[src/rtl/cache_port_arbiter.sv]
// Shares one cache port between fetch and load/store requesters.
// Tracks in-order read tags to steer responses back to their issuer.
module cache_port_arbiter #(
  parameter int ADDR_W      = 25,
  parameter int DATA_W      = 32,
  parameter int OUTSTANDING = 4,
  parameter int MAX_STREAK  = 4
) (
  input  logic                clk,
  input  logic                rst,
  input  logic [ADDR_W-1:0]   f_addr_i,
  input  logic                f_read_i,
  output logic                f_waitrequest_o,
  output logic [DATA_W-1:0]   f_readdata_o,
  output logic                f_readdata_valid_o,
  input  logic                f_flush_i,
  input  logic [ADDR_W-1:0]   d_addr_i,
  input  logic [DATA_W/8-1:0] d_byte_en_i,
  input  logic [DATA_W-1:0]   d_writedata_i,
  input  logic                d_read_i,
  input  logic                d_write_i,
  output logic                d_waitrequest_o,
  output logic [DATA_W-1:0]   d_readdata_o,
  output logic                d_readdata_valid_o,
  output logic [ADDR_W-1:0]   m_addr_o,
  output logic [DATA_W/8-1:0] m_byte_en_o,
  output logic [DATA_W-1:0]   m_writedata_o,
  output logic                m_read_o,
  output logic                m_write_o,
  input  logic [DATA_W-1:0]   m_readdata_i,
  input  logic                m_readdata_valid_i,
  input  logic                m_waitrequest_i,
  output logic                resp_err_o
);
  localparam int PW = $clog2(OUTSTANDING);
  localparam int CW = PW + 1;
  localparam int SW = $clog2(MAX_STREAK + 1);

  logic [PW-1:0]          wr_q, wr_d, rd_q, rd_d;
  logic [CW-1:0]          cnt_q, cnt_d;
  logic [SW-1:0]          streak_q, streak_d;
  logic [OUTSTANDING-1:0] src_q, src_d;
  logic [OUTSTANDING-1:0] drop_q, drop_d;
  logic                   err_q, err_d;

  logic full, cap, f_req, d_rd, d_req;
  logic f_gnt, d_gnt, f_acc, d_acc;
  logic push, pop, empty;

  assign full  = cnt_q == CW'(OUTSTANDING);
  assign empty = cnt_q == '0;
  assign cap   = streak_q == SW'(MAX_STREAK);

  // A write takes precedence over a read raised in the same cycle
  assign f_req = f_read_i & ~f_flush_i & ~full;
  assign d_rd  = d_read_i & ~d_write_i & ~full;
  assign d_req = d_write_i | d_rd;
  assign f_gnt = f_req & (~d_req | cap);
  assign d_gnt = d_req & ~f_gnt;
  assign f_acc = f_gnt & ~m_waitrequest_i;
  assign d_acc = d_gnt & ~m_waitrequest_i;

  assign push = f_acc | (d_acc & d_rd);
  assign pop  = m_readdata_valid_i & ~empty;

  assign m_read_o      = f_gnt | (d_gnt & d_rd);
  assign m_write_o     = d_gnt & d_write_i;
  assign m_addr_o      = f_gnt ? f_addr_i : d_addr_i;
  assign m_byte_en_o   = f_gnt ? '0 : d_byte_en_i;
  assign m_writedata_o = f_gnt ? '0 : d_writedata_i;

  assign f_waitrequest_o = m_waitrequest_i | ~f_gnt;
  assign d_waitrequest_o = m_waitrequest_i | ~d_gnt;

  assign f_readdata_o       = m_readdata_i;
  assign d_readdata_o       = m_readdata_i;
  assign f_readdata_valid_o = pop & src_q[rd_q] & ~drop_q[rd_q];
  assign d_readdata_valid_o = pop & ~src_q[rd_q];
  assign resp_err_o         = err_q;

  always_comb begin
    wr_d     = wr_q;
    rd_d     = rd_q;
    cnt_d    = cnt_q + CW'(push) - CW'(pop);
    src_d    = src_q;
    drop_d   = drop_q;
    streak_d = streak_q;
    err_d    = err_q | (m_readdata_valid_i & empty);
    if (f_flush_i) drop_d = drop_q | src_q;
    if (push) begin
      wr_d         = wr_q + PW'(1);
      src_d[wr_q]  = f_acc;
      drop_d[wr_q] = f_flush_i & f_acc;
    end
    if (pop) rd_d = rd_q + PW'(1);
    if (!f_read_i || f_acc) streak_d = '0;
    else if (d_acc && !cap) streak_d = streak_q + SW'(1);
  end

  always_ff @(posedge clk) begin
    if (rst) begin
      wr_q     <= '0;
      rd_q     <= '0;
      cnt_q    <= '0;
      src_q    <= '0;
      drop_q   <= '0;
      streak_q <= '0;
      err_q    <= 1'b0;
    end else begin
      wr_q     <= wr_d;
      rd_q     <= rd_d;
      cnt_q    <= cnt_d;
      src_q    <= src_d;
      drop_q   <= drop_d;
      streak_q <= streak_d;
      err_q    <= err_d;
    end
  end
endmodule

[config.mk]
export PLATFORM = sky130hd
export DESIGN_NAME = cache_port_arbiter
export DESIGN_NICKNAME = d
export VERILOG_FILES = /design/src/rtl/cache_port_arbiter.sv
export SDC_FILE = /design/constraint.sdc
export NUM_CORES = 1
export LEC_CHECK = 0
export BUFFER_PORTS_ARGS = -buffer_cell sky130_fd_sc_hd__buf_4
export CORE_AREA = 8 8 93 95
export CTS_BUF_LIST = sky130_fd_sc_hd__clkbuf_4 sky130_fd_sc_hd__clkbuf_8
export CTS_CLUSTER_DIAMETER = 60
export DETAILED_ROUTE_END_ITERATION = 8
export DIE_AREA = 0 0 101 103
export GPL_TIMING_DRIVEN = 0
export HOLD_SLACK_MARGIN = 0.06
export PLACE_DENSITY = 0.72
export SYNTH_ARGS = -nofsm -noshare
export SYNTH_HDL_FRONTEND = slang
export SYNTH_SLANG_ARGS = --single-unit
[constraint.sdc]
create_clock -name clk -period 6.7 [get_ports clk]
set_input_delay 1.005 -clock clk [delete_from_list [all_inputs] [get_ports clk]]
set_output_delay 1.005 -clock clk [all_outputs]
set_load 0.03 [all_outputs]
==> reports/metrics.csv <==
stage,metric,value,unit
run_status,status,"finished, final reports clean",
critical_path,Critical Path Sink Type,primary output,
logic_synthesis,register bit total from synthesis,19,
critical_path,crit path cell chain,buf_4 -> nor2b_2 -> o21ai_1 -> nor2_2 -> buf_6 -> mux2_2 -> buf_4,
route,average via count per standard cell,4.26,
timing,setup repair after global routing missed its margin,no,
timing,Final Hold Viols,0,
floorplan,Die W,101,um
finish,fillers,685,
power,PD cells,159,nW/um^2
critical_path,Top Family by Delay on Critical Path,simple AND/OR/NAND/NOR gates,
power,Pleak,2.02,nW
finish,share of layout cells above drive strength 1,0.727,
hold_path,Hold Path Class,register to register,
finish,Sequential cell area,380,sq um
global_routing,initial antenna violation count,1,
critical_path,slowest CP cell,nor2_2,
timing,Setup Skew,0.00675,ns
finish,"most common cell after layout, fill and taps aside",buf_4,
finish,Synth-to-Final Area Change,88.6,%
logic_synthesis,Cells after Synth,237,
logic_synthesis,Syn. warnings,0,
global_routing,GRT Util Overall,0.180,
floorplan,initial core utilization,0.293,
timing,fmax,0.276,GHz
floorplan,die height,103,um
floorplan,core footprint,7140,sq um
critical_path,"Req. time, crit path",5.69,ns
clocking,clock root cell,clkbuf_8,
route,"wirelength, routed",10500,um
floorplan,die area,10400,sq um
logic_synthesis,syn_nets,371,
placement,DP Area,3890,sq um
power,Peak VDD IR,0.196,mV
critical_path,Setup CP Type,primary input to primary output,
logic_synthesis,synthesized area,2090,sq um
timing,Setup TNS,0,ns
logic_synthesis,Mean Syn Cell Area,8.82,sq um
placement,pre-CTS WS,3.04,ns
logic_synthesis,post-synthesis cell type count,37,
critical_path,"slowest stage delay, CP",0.42,ns
finish,# diodes,0,
clocking,post_cts resized,0,
global_routing,vias in the first global route,2400,
timing,Finish-stage setup viols,0,
critical_path,"Top cell by count, worst path",buf_4,
placement,HPWL reported at the end of detailed placement,9290,um
clocking,H-tree depth,1,
timing,Worst-Margin Slew,0.832,ns
timing,"Min Clock Period, post-route",3.63,ns
clocking,Max Buffers Root-to-Sink,2,
critical_path,CP Max Fanout,10,
global_routing,GRT Residual Overflow,0,
logic_synthesis,main flop type after synthesis,dfxtp_1,
route,Avg WL per Cell,18.6,um
critical_path,Startpoint Class,primary input,
global_routing,global-route wire length before repair,14400,um
critical_path,Buf/Inv on CP,3,
route,drt drc,0,
global_routing,pin count of the biggest net entering global routing,12,
floorplan,I/O pin count,258,
logic_synthesis,post-synthesis sequential area ratio,0.182,
clocking,worst skew pair latency,0.26,ns
placement,Final Wtd Congestion,0.844,
finish,most frequent cells in the layout,"buf_4 (288), nor2b_1 (38), mux2_2 (25)",
placement,IO buf count,224,
route,ANT nets after route,0,
finish,nets,600,
route,router iterations before antenna repair,4,
clocking,total CTS buffers,3,
timing,period utilisation layout,0.541,
clocking,clock tree sinks,19,
clocking,Post-CTS Setup Inserts,0,
logic_synthesis,"EDFF count, synth",0,
flow_run,max_cap viols,0,
clocking,"Reg clk slew, reported paths",0.08,ns
timing,Max Slew Vio Count,0,
finish,Finished Cell Area,3940,sq um
timing,slew margin rel.,0.437,
clocking,CTS tree,built,
finish,multi-input combinational cell area,1150,sq um
route,Vias,2403,
route,drt first-iter violations,47,
logic_synthesis,asr flop ratio synth,0,
floorplan,Row Count,31,
critical_path,"Arr. time, crit path",2.62,ns
timing,setup ws final,3.07,ns
clocking,hold_buf cts,0,
## report_power, final
part | internal, mW | total, mW | switching (mW)
Sequential | 0.128 | 0.149 | 0.0209
Combinational | 0.187 | 0.396 | 0.209
Clock | 0.0415 | 0.0819 | 0.0405
Total | 0.356 | 0.627 | 0.271
## tightest hold or removal path, cell delays in order (launching register included)
cell     delay, ns
dfxtp_1       0.34
nand2_1       0.06
mux2i_1       0.05
## synth_stat cells, types with 2 or more instances
cell / instances / share of area
buf_2: 3 / 0.0072
inv_1: 6 / 0.011
nor3b_1: 2 / 0.0072
a21oi_1: 9 / 0.022
mux2_2: 25 / 0.13
a211oi_1: 4 / 0.014
nor2_1: 11 / 0.020
nor4b_1: 4 / 0.017
xnor2_1: 4 / 0.017
nor3_1: 2 / 0.0048
mux2i_1: 2 / 0.0096
a31o_2: 4 / 0.017
xor2_1: 3 / 0.013
clkbuf_1: 2 / 0.0036
dfxtp_1: 19 / 0.18
nand2_1: 6 / 0.011
buf_4: 64 / 0.23
nor4b_2: 2 / 0.014
nor2b_1: 38 / 0.11
buf_6: 3 / 0.016
mux4_2: 2 / 0.022
ha_1: 7 / 0.042
## final cells by class
type / count / area share
Clock inverter: 1 / 0.00127
Multi-Input combinational cell: 139 / 0.291
Sequential cell: 19 / 0.0965
Tap cell: 99 / 0.0314
Inverter: 7 / 0.00667
Timing Repair Buffer: 224 / 0.427
Buffer: 72 / 0.136
Clock buffer: 3 / 0.0105
## metrics by stage
| step | util | power [mW] | hold slack [ns] | std cells |
|---|---|---|---|---|
| finish | 0.552 | 0.627 | 0.500 | 564 |
| global route | 0.552 | 0.660 | 0.529 | 564 |
| CTS | 0.552 | 0.635 | 0.508 | 564 |
| detailed placement | 0.546 | 0.551 | 0.487 | 560 |
| global placement | 0.546 | 0.547 | 0.466 | 560 |
| floorplan | - | 0.398 | 0.468 | 237 |
## flip-flops by register name (all words and copies together) (netlist names)
name / cells
streak_q: 3
cnt_q: 3
resp_err_o: 1
wr_q: 2
drop_q: 4
src_q: 4
rd_q: 2
## path summary, 6_finish.rpt
kind	startpoint	endpoint	slack, ns	depth (start not counted)
worst max-delay path	f_flush_i	m_addr_o[20]	3.07	7
worst min-delay path	wr_q[1]	wr_q[1]	0.50	2
worst min register to register	wr_q[1]	wr_q[1]	0.50	2
worst max register to register	streak_q[0]	cnt_q[2]	4.16	12
## metal layers
| layer | GRT usage | up-vias | wire, um |
|---|---|---|---|
| met5 | 0 | - | 12 |
| li1 | - | 1176 | - |
| met2 | 0.336 | 110 | 5560 |
| met4 | 0.0630 | 2 | 241 |
| met3 | 0.0662 | 20 | 1090 |
| met1 | 0.180 | 1095 | 3580 |
## cells by family (layout without fill, tap and decap cells)
group | after synthesis | count (layout) | share of synthesized area
AOI/OAI and AO/OA | 20 | 20 | 0.0635
xor gates and xnor gates | 7 | 7 | 0.0293
adders and majority gates | 8 | 8 | 0.0515
buffers and inverters | 79 | 307 | 0.269
DFF | 19 | 19 | 0.182
muxes | 30 | 30 | 0.171
and+or+nand+nor | 74 | 74 | 0.233
Note: power is estimated with default switching activity, not from simulation.
